<file path="src/rtl/overlay_pkg.sv">
// Shared types and helpers for the rectangle overlay on the AXI4-Stream video path.
package overlay_pkg;

    localparam int OVL_COMP_W  = 10;
    localparam int OVL_COORD_W = 12;

    typedef enum logic [1:0] {
        MODE_BYPASS = 2'd0,
        MODE_FILL   = 2'd1,
        MODE_BORDER = 2'd2,
        MODE_BLEND  = 2'd3
    } mode_e;

    // c0 occupies the lowest bits of a pixel slot, c2 the highest.
    typedef struct packed {
        logic [OVL_COMP_W-1:0] c2;
        logic [OVL_COMP_W-1:0] c1;
        logic [OVL_COMP_W-1:0] c0;
    } pixel_t;

    typedef struct packed {
        mode_e                  mode;
        logic [OVL_COORD_W-1:0] x0;
        logic [OVL_COORD_W-1:0] x1;
        logic [OVL_COORD_W-1:0] y0;
        logic [OVL_COORD_W-1:0] y1;
        pixel_t                 color;
    } cfg_t;

    localparam cfg_t CFG_DEFAULT = '{
        mode:  MODE_BYPASS,
        x0:    {OVL_COORD_W{1'b0}},
        x1:    {OVL_COORD_W{1'b0}},
        y0:    {OVL_COORD_W{1'b0}},
        y1:    {OVL_COORD_W{1'b0}},
        color: {(3*OVL_COMP_W){1'b0}}
    };

    // Coordinates stick at all-ones instead of wrapping back into the rectangle.
    function automatic logic [OVL_COORD_W-1:0] sat_add(input logic [OVL_COORD_W-1:0] a,
                                                       input logic [OVL_COORD_W-1:0] b);
        logic [OVL_COORD_W:0] sum;
        sum = {1'b0, a} + {1'b0, b};
        return sum[OVL_COORD_W] ? {OVL_COORD_W{1'b1}} : sum[OVL_COORD_W-1:0];
    endfunction

    function automatic logic [OVL_COMP_W-1:0] blend_comp(input logic [OVL_COMP_W-1:0] a,
                                                         input logic [OVL_COMP_W-1:0] b);
        logic [OVL_COMP_W:0] sum;
        sum = {1'b0, a} + {1'b0, b};
        return sum[OVL_COMP_W:1];
    endfunction

endpackage

</file>
<file path="src/rtl/axis_rect_overlay_if.sv">
// Video stream bundle: upstream input side, downstream output side.
interface axis_rect_overlay_if #(
    parameter int DATA_W = 64
) ();
    logic [DATA_W-1:0] s_axis_video_tdata_in;
    logic              s_axis_video_tvalid_in;
    logic              s_axis_video_tready_out;
    logic              s_axis_video_tuser_in;
    logic              s_axis_video_tlast_in;
    logic [DATA_W-1:0] s_axis_video_tdata_out;
    logic              s_axis_video_tvalid_out;
    logic              s_axis_video_tready_in;
    logic              s_axis_video_tuser_out;
    logic              s_axis_video_tlast_out;

    modport slave (
        input  s_axis_video_tdata_in, s_axis_video_tvalid_in, s_axis_video_tuser_in,
               s_axis_video_tlast_in, s_axis_video_tready_in,
        output s_axis_video_tready_out, s_axis_video_tdata_out, s_axis_video_tvalid_out,
               s_axis_video_tuser_out, s_axis_video_tlast_out
    );

    modport master (
        output s_axis_video_tdata_in, s_axis_video_tvalid_in, s_axis_video_tuser_in,
               s_axis_video_tlast_in, s_axis_video_tready_in,
        input  s_axis_video_tready_out, s_axis_video_tdata_out, s_axis_video_tvalid_out,
               s_axis_video_tuser_out, s_axis_video_tlast_out
    );
endinterface

</file>
<file path="src/rtl/overlay_pixel.sv">
// Combinational per-pixel overlay decision: bypass, fill, 1-pixel border or 50% blend.
module overlay_pixel
    import overlay_pkg::*;
(
    input  pixel_t                 pix_in,
    input  logic [OVL_COORD_W-1:0] px,
    input  logic [OVL_COORD_W-1:0] py,
    input  cfg_t                   cfg,
    output pixel_t                 pix_out
);

    logic in_rect_s;
    logic on_edge_s;

    // An inverted bound (x0>x1 or y0>y1) makes in_rect_s false everywhere.
    assign in_rect_s = (px >= cfg.x0) && (px <= cfg.x1) && (py >= cfg.y0) && (py <= cfg.y1);
    assign on_edge_s = (px == cfg.x0) || (px == cfg.x1) || (py == cfg.y0) || (py == cfg.y1);

    // Select the replacement pixel for the configured mode.
    always_comb begin
        pix_out = pix_in;
        case (cfg.mode)
            MODE_BYPASS: pix_out = pix_in;
            MODE_FILL: begin
                if (in_rect_s) pix_out = cfg.color;
                else           pix_out = pix_in;
            end
            MODE_BORDER: begin
                if (in_rect_s && on_edge_s) pix_out = cfg.color;
                else                        pix_out = pix_in;
            end
            MODE_BLEND: begin
                if (in_rect_s) begin
                    pix_out.c0 = blend_comp(pix_in.c0, cfg.color.c0);
                    pix_out.c1 = blend_comp(pix_in.c1, cfg.color.c1);
                    pix_out.c2 = blend_comp(pix_in.c2, cfg.color.c2);
                end else begin
                    pix_out = pix_in;
                end
            end
            default: pix_out = pix_in;
        endcase
    end

endmodule

</file>
<file path="src/rtl/axis_rect_overlay.sv">
// Two-stage AXI4-Stream overlay: tracks pixel coordinates and paints a programmable
// rectangle; configuration is captured on each start-of-frame beat.
module axis_rect_overlay
    import overlay_pkg::*;
#(
    parameter int PPC     = 2,
    parameter int COMP_W  = OVL_COMP_W,
    parameter int PIX_W   = 32,
    parameter int DATA_W  = PPC * PIX_W,
    parameter int COORD_W = OVL_COORD_W
) (
    input  logic                  aclk,
    input  logic                  aresetn,
    input  logic                  aclken,
    axis_rect_overlay_if.slave    vid,
    input  logic [1:0]            cfg_mode,
    input  logic [COORD_W-1:0]    cfg_x0,
    input  logic [COORD_W-1:0]    cfg_x1,
    input  logic [COORD_W-1:0]    cfg_y0,
    input  logic [COORD_W-1:0]    cfg_y1,
    input  logic [3*COMP_W-1:0]   cfg_color,
    output logic [15:0]           frame_cnt
);

    logic               adv_s;
    logic               accept_s;
    cfg_t               cfg_live_s;
    cfg_t               cfg_sh_r;
    logic [COORD_W-1:0] bx_s, by_s, nx_s, ny_s;
    logic [COORD_W-1:0] x_r, y_r;
    logic               v1_r, v2_r;
    logic [DATA_W-1:0]  d1_r, d2_r;
    logic               u1_r, u2_r, l1_r, l2_r;
    logic [COORD_W-1:0] sx_r, sy_r;
    logic [DATA_W-1:0]  mod_data_s;

    // Stage 2 only blocks when it holds a beat the downstream has not taken.
    assign adv_s    = aclken & (~v2_r | vid.s_axis_video_tready_in);
    assign accept_s = vid.s_axis_video_tvalid_in & adv_s;

    assign vid.s_axis_video_tready_out = adv_s;
    assign vid.s_axis_video_tvalid_out = v2_r;
    assign vid.s_axis_video_tdata_out  = d2_r;
    assign vid.s_axis_video_tuser_out  = u2_r;
    assign vid.s_axis_video_tlast_out  = l2_r;

    // Live configuration view, captured into the shadow on a start-of-frame beat.
    always_comb begin
        cfg_live_s       = CFG_DEFAULT;
        cfg_live_s.mode  = mode_e'(cfg_mode);
        cfg_live_s.x0    = cfg_x0;
        cfg_live_s.x1    = cfg_x1;
        cfg_live_s.y0    = cfg_y0;
        cfg_live_s.y1    = cfg_y1;
        cfg_live_s.color = pixel_t'(cfg_color);
    end

    // Coordinate of the incoming beat and of the beat after it; tuser applies before tlast.
    always_comb begin
        if (vid.s_axis_video_tuser_in) begin
            bx_s = {COORD_W{1'b0}};
            by_s = {COORD_W{1'b0}};
        end else begin
            bx_s = x_r;
            by_s = y_r;
        end
        if (vid.s_axis_video_tlast_in) begin
            nx_s = {COORD_W{1'b0}};
            ny_s = sat_add(by_s, COORD_W'(1));
        end else begin
            nx_s = sat_add(bx_s, COORD_W'(PPC));
            ny_s = by_s;
        end
    end

    // Coordinate tracking, config shadow and frame counter.
    always_ff @(posedge aclk or negedge aresetn) begin
        if (!aresetn) begin
            x_r       <= {COORD_W{1'b0}};
            y_r       <= {COORD_W{1'b0}};
            cfg_sh_r  <= CFG_DEFAULT;
            frame_cnt <= 16'd0;
        end else if (accept_s) begin
            x_r <= nx_s;
            y_r <= ny_s;
            if (vid.s_axis_video_tuser_in) begin
                cfg_sh_r  <= cfg_live_s;
                frame_cnt <= frame_cnt + 16'd1;
            end
        end
    end

    // Stage 1 captures the beat with its coordinate; the shadow it was tagged with stays
    // in cfg_sh_r until this beat moves on, since a newer tuser can only land on that edge.
    always_ff @(posedge aclk or negedge aresetn) begin
        if (!aresetn) begin
            v1_r <= 1'b0;
            d1_r <= {DATA_W{1'b0}};
            u1_r <= 1'b0;
            l1_r <= 1'b0;
            sx_r <= {COORD_W{1'b0}};
            sy_r <= {COORD_W{1'b0}};
        end else if (adv_s) begin
            v1_r <= accept_s;
            if (accept_s) begin
                d1_r <= vid.s_axis_video_tdata_in;
                u1_r <= vid.s_axis_video_tuser_in;
                l1_r <= vid.s_axis_video_tlast_in;
                sx_r <= bx_s;
                sy_r <= by_s;
            end
        end
    end

    for (genvar i = 0; i < PPC; i++) begin : g_pix
        pixel_t             pin_s;
        pixel_t             pout_s;
        logic [COORD_W-1:0] px_s;

        assign px_s  = sat_add(sx_r, COORD_W'(i));
        assign pin_s = pixel_t'(d1_r[i*PIX_W +: 3*COMP_W]);

        overlay_pixel u_pixel (
            .pix_in  (pin_s),
            .px      (px_s),
            .py      (sy_r),
            .cfg     (cfg_sh_r),
            .pix_out (pout_s)
        );

        assign mod_data_s[i*PIX_W +: 3*COMP_W] = pout_s;
        if (PIX_W > 3*COMP_W) begin : g_pad
            assign mod_data_s[i*PIX_W+3*COMP_W +: PIX_W-3*COMP_W] =
                d1_r[i*PIX_W+3*COMP_W +: PIX_W-3*COMP_W];
        end
    end

    // Stage 2 holds the modified beat until the downstream takes it.
    always_ff @(posedge aclk or negedge aresetn) begin
        if (!aresetn) begin
            v2_r <= 1'b0;
            d2_r <= {DATA_W{1'b0}};
            u2_r <= 1'b0;
            l2_r <= 1'b0;
        end else if (adv_s) begin
            v2_r <= v1_r;
            if (v1_r) begin
                d2_r <= mod_data_s;
                u2_r <= u1_r;
                l2_r <= l1_r;
            end
        end
    end

endmodule

</file>
<file path="src/flat_wrapper.sv">
// flat-port wrapper written by rule: the top's interface ports become plain ports
module axis_rect_overlay_flat import overlay_pkg::*;
#(
    parameter int PPC     = 2,
    parameter int COMP_W  = OVL_COMP_W,
    parameter int PIX_W   = 32,
    parameter int DATA_W  = PPC * PIX_W,
    parameter int COORD_W = OVL_COORD_W
)
  (aclk, aresetn, aclken, cfg_mode, cfg_x0, cfg_x1, cfg_y0, cfg_y1, cfg_color, frame_cnt, vid_s_axis_video_tdata_in, vid_s_axis_video_tvalid_in, vid_s_axis_video_tuser_in, vid_s_axis_video_tlast_in, vid_s_axis_video_tready_in, vid_s_axis_video_tready_out, vid_s_axis_video_tdata_out, vid_s_axis_video_tvalid_out, vid_s_axis_video_tuser_out, vid_s_axis_video_tlast_out);
  axis_rect_overlay_if #(.DATA_W(DATA_W)) vid_i ();
  input  logic aclk;
  input  logic aresetn;
  input  logic aclken;
  input  logic [1:0] cfg_mode;
  input  logic [COORD_W-1:0] cfg_x0;
  input  logic [COORD_W-1:0] cfg_x1;
  input  logic [COORD_W-1:0] cfg_y0;
  input  logic [COORD_W-1:0] cfg_y1;
  input  logic [3*COMP_W-1:0] cfg_color;
  output logic [15:0] frame_cnt;
  input wire logic [$bits(vid_i.s_axis_video_tdata_in)-1:0] vid_s_axis_video_tdata_in;
  input wire logic [$bits(vid_i.s_axis_video_tvalid_in)-1:0] vid_s_axis_video_tvalid_in;
  input wire logic [$bits(vid_i.s_axis_video_tuser_in)-1:0] vid_s_axis_video_tuser_in;
  input wire logic [$bits(vid_i.s_axis_video_tlast_in)-1:0] vid_s_axis_video_tlast_in;
  input wire logic [$bits(vid_i.s_axis_video_tready_in)-1:0] vid_s_axis_video_tready_in;
  output wire logic [$bits(vid_i.s_axis_video_tready_out)-1:0] vid_s_axis_video_tready_out;
  output wire logic [$bits(vid_i.s_axis_video_tdata_out)-1:0] vid_s_axis_video_tdata_out;
  output wire logic [$bits(vid_i.s_axis_video_tvalid_out)-1:0] vid_s_axis_video_tvalid_out;
  output wire logic [$bits(vid_i.s_axis_video_tuser_out)-1:0] vid_s_axis_video_tuser_out;
  output wire logic [$bits(vid_i.s_axis_video_tlast_out)-1:0] vid_s_axis_video_tlast_out;
  assign vid_i.s_axis_video_tdata_in = vid_s_axis_video_tdata_in;
  assign vid_i.s_axis_video_tvalid_in = vid_s_axis_video_tvalid_in;
  assign vid_i.s_axis_video_tuser_in = vid_s_axis_video_tuser_in;
  assign vid_i.s_axis_video_tlast_in = vid_s_axis_video_tlast_in;
  assign vid_i.s_axis_video_tready_in = vid_s_axis_video_tready_in;
  assign vid_s_axis_video_tready_out = vid_i.s_axis_video_tready_out;
  assign vid_s_axis_video_tdata_out = vid_i.s_axis_video_tdata_out;
  assign vid_s_axis_video_tvalid_out = vid_i.s_axis_video_tvalid_out;
  assign vid_s_axis_video_tuser_out = vid_i.s_axis_video_tuser_out;
  assign vid_s_axis_video_tlast_out = vid_i.s_axis_video_tlast_out;
  axis_rect_overlay #(.PPC(PPC), .COMP_W(COMP_W), .PIX_W(PIX_W), .DATA_W(DATA_W), .COORD_W(COORD_W)) u_core (.aclk(aclk), .aresetn(aresetn), .aclken(aclken), .vid(vid_i), .cfg_mode(cfg_mode), .cfg_x0(cfg_x0), .cfg_x1(cfg_x1), .cfg_y0(cfg_y0), .cfg_y1(cfg_y1), .cfg_color(cfg_color), .frame_cnt(frame_cnt));
endmodule
</file>
<file path="config.mk">
export PLATFORM = sky130hd
export DESIGN_NAME = axis_rect_overlay_flat
export DESIGN_NICKNAME = d
export VERILOG_FILES = /design/src/rtl/overlay_pkg.sv /design/src/rtl/axis_rect_overlay_if.sv /design/src/rtl/overlay_pixel.sv /design/src/rtl/axis_rect_overlay.sv /design/src/flat_wrapper.sv
export SDC_FILE = /design/constraint.sdc
export NUM_CORES = 1
export LEC_CHECK = 0
export CORE_MARGIN = 4
export CORE_UTILIZATION = 45
export CTS_CLUSTER_DIAMETER = 150
export DETAILED_ROUTE_END_ITERATION = 12
export GPL_ROUTABILITY_DRIVEN = 1
export PLACE_DENSITY = 0.68
export SLEW_MARGIN = 20
export SYNTH_ARGS = -nofsm -noshare
export SYNTH_HDL_FRONTEND = slang
export SYNTH_SLANG_ARGS = --single-unit
export TNS_END_PERCENT = 20
</file>
<file path="constraint.sdc">
create_clock -name aclk -period 5 [get_ports aclk]
set_clock_uncertainty 0.1 [all_clocks]
set_input_delay 1 -clock aclk [delete_from_list [all_inputs] [get_ports aclk]]
set_output_delay 1 -clock aclk [all_outputs]
set_load 0.1 [all_outputs]
</file>
==> run_results.csv <==
group,metric,value,unit
floorplanning,initial_core_util,0.455,
synthesis,syn_avg_cell_area,8.43,sq um
cts,tritoncts,"built",
power,total_power,11.2,mW
run_status,status,"finished, final reports clean",
cts,clkLatencyLatePin,0.54,ns
synthesis,synth_edf_count,0,
setup_path,startpoint,"u_core.sx_r[1]",
synthesis,yosys_warnings,0,
power,p_clk_frac,0.237,
floorplanning,die_area,41200,sq um
timing,fmax,0.220,GHz
setup_path,cp.required,5.32,ns
cts,numCtsBuffers,34,
setup_path,cp.arrival,4.87,ns
cts,clockBufferDepth,3,
synthesis,synth-seq-cells,278,
layout,syn_to_final_growth,24.1,%
setup_path,critPathKind,"reg2reg",
setup_path,startpoint_type,"register",
routing,antenna_left,0,
placed_design,gp_congestion,0.893,
layout,finalNetCount,2520,
routing,drt_wl_total,55.5,mm
global_route,grt_pass1_wl,87.5,mm
global_route,grt_usage,0.266,
synthesis,synth_ff_type,"dfrtp_1",
timing,hold_violations,0,
power,seqPwrFrac,0.304,
layout,ff_latch_area,6960,sq um
layout,fill_cells,3412,
timing,maxSlewHeadroom,0.262,
global_route,grt_max_degree,110,
power,power.share.combinational,0.460,
power,power.switching,5.19,mW
global_route,grt_pass1_vias,15600,
run,max_cap_viol_count,0,
setup_path,timing.rr.end,"u_core.vid.s_axis_video_tdata_out[55]",
routing,dr.pass1.iters,7,
cts,root_buffer,"clkbuf_16",
placed_design,port-buffer-count,234,
cts,htree_levels,2,
layout,utilization,0.565,
global_route,grt.overflow.total,0,
timing,fin_crit_sh,0.909,
power,p_sw_frac,0.463,
power,ir_drop,0.321,mV
floorplanning,io-pin-count,235,
synthesis,synthArstFlopShare,1.00,
global_route,antenna_found_initial,3,
setup_path,cp-endpoint,"u_core.vid.s_axis_video_tdata_out[55]",
floorplanning,dieHeight,203,um
setup_path,reg2reg_slack,0.46,ns
routing,viasPerCell,5.66,
floorplanning,die_w,203,um
cts,clk_pin_slew_worst_paths,0.06,ns
worst_hold_path,hp-class,"reg2reg",
layout,final_common_cell,"nand2_1",
timing,setup_viol,0,
cts,cts.sinks,278,
routing,wire_per_inst,20.0,um
layout,layoutNonFillerInstCount,2770,
power,p_int,6.02,mW
timing,drv_slew,0,
worst_hold_path,min_from,"u_core.d1_r[30]",
setup_path,crit_fanout,18,
setup_path,critPathCaptureType,"register",
setup_path,r2r_start,"u_core.sx_r[1]",
synthesis,synth.distinct_cells,73,
synthesis,netlist_area,17100,sq um
timing,rsz0062_at_grt,"no",
floorplanning,core,37600,sq um
placed_design,dp.cells,2708,
timing,worstMarginPinSlew,1.10,ns
setup_path,r2r_cells,16,
layout,drive_above_1_share,0.0637,
layout,diodes,0,
power,p_leak,9.86,nW
timing,period_minus_slack,4.54,ns
synthesis,ys_seq_area_frac,0.407,
placed_design,dp_hpwl,39.5,mm
routing,drc,0,
floorplanning,num_rows,71,
routing,drt-initial-drc-count,1237,
routing,vias,15700,
synthesis,syn_inst,2028,
timing,setup_tns,0,ns
layout,multiInputGateArea,9470,sq um
layout,final_cell_mix,"nand2_1 (528), dfrtp_1 (277), clkdlybuf4s50_1 (232)",
synthesis,syn_nets,2315,
power,power_density,528,nW/um^2
timing,whs,0.369,ns
[cells by family (layout without fill, tap and decap cells)]
kind of cell,Yosys count,after routing,synth area share
AO/OA/AOI/OAI,488,488,0.182
XOR/XNOR,66,66,0.0338
adder cells (fa/ha/maj),136,136,0.102
buffers and inverters,181,412,0.0415
flip-flops,278,278,0.407
multiplexers,35,35,0.0217
AND/OR/NAND/NOR,844,844,0.212
[metal layers]
| layer | up-vias | GRT usage | part of all wire |
|---|---|---|---|
| met4 | 4 | 0.0829 | 0.032 |
| met3 | 123 | 0.0580 | 0.076 |
| li1 | 7481 | - | - |
| met5 | - | 0 | 0.00049 |
| met1 | 7529 | 0.370 | 0.45 |
| met2 | 548 | 0.416 | 0.45 |
[sequential cells by signal, summed over array words and instances, names as in the netlist]
name	count
u_core.vid.s_axis_video_tvalid_out	1
u_core.y_r	12
u_core.v1_r	1
u_core.frame_cnt	16
u_core.x_r	12
u_core.cfg_sh_r	80
u_core.u1_r	1
u_core.vid.s_axis_video_tdata_out	64
u_core.l1_r	1
u_core.vid.s_axis_video_tlast_out	1
u_core.vid.s_axis_video_tuser_out	1
u_core.d1_r	64
u_core.sx_r	12
u_core.sy_r	12
[through the flow]
| step | worst slack (ns) | instance area (sq um) |
|---|---|---|
| 5_1_grt | 0.112 | 21200 |
| 3_3_place_gp | 0.543 | 20000 |
| 3_5_place_dp | 0.399 | 20000 |
| 2_1_floorplan | 0.813 | 17100 |
| 4_1_cts | 0.344 | 21200 |
| 6_report | 0.457 | 21200 |
[area by class of cell]
type                       count  share of cell area
multi-input combinational   1569               0.446
sequential                   278               0.328
timing repair buffer         269               0.125
clock buffer                  46              0.0476
tap                          511              0.0301
inverter                      81              0.0143
clock inverter                16             0.00872
[power by group through the flow]
stage	sequential [mW]	combinational, mW	clock (mW)
2_1_floorplan	4.99	2.03	0
3_3_place_gp	3.41	5.04	0
3_5_place_dp	3.42	5.12	0
4_1_cts	3.39	5.14	2.70
5_1_grt	3.46	5.52	2.80
6_report	3.40	5.15	2.65
[worst min path at each step]
stage / depth (start not counted) / to
final: 2 / u_core.vid.s_axis_video_tdata_out[30]
after global routing: 2 / u_core.d1_r[62]
after CTS: 2 / u_core.vid.s_axis_video_tdata_out[62]
after detailed placement: 2 / u_core.vid.s_axis_video_tdata_out[30]
after global placement: 2 / u_core.vid.s_axis_video_tdata_out[31]
after floorplan: 2 / u_core.vid.s_axis_video_tdata_out[30]
[synthesized netlist by cell type (20+ instances only)]
cell type / count / area, sq um
dfrtp_1: 278 / 6960
ha_1: 130 / 1630
a21oi_1: 105 / 526
xnor2_1: 41 / 359
nor3_1: 32 / 160
a31oi_1: 24 / 150
nor2_1: 127 / 477
nand4_1: 25 / 156
xor2_1: 25 / 219
nor2b_1: 20 / 125
nand3_1: 34 / 170
o21ai_0: 155 / 776
inv_1: 81 / 304
nand2_1: 530 / 1990
a21o_1: 33 / 248
a221oi_1: 28 / 245
clkbuf_1: 84 / 315
mux2i_1: 22 / 220
[repair_timing]
item	CTS	global route
endpoints found under the setup margin	0	10
gates resized for setup	0	2
buffers inserted	0	0
hold buffers	0	0
[worst max-delay path, cell delays in order (launching register included)]
cell	delay (ns)
dfrtp_1	0.42
ha_1	0.21
and3_1	0.19
and3_1	0.33
nand3_2	0.23
nand2_1	0.16
ha_1	0.25
a21oi_1	0.20
o21ai_0	0.12
a2111oi_1	0.50
a21o_1	0.29
nand2_2	0.08
nor2_2	0.30
buf_4	0.31
nand2_2	0.23
a221oi_1	0.37
nor2_1	0.09
Power figures use the tool's default switching activity.
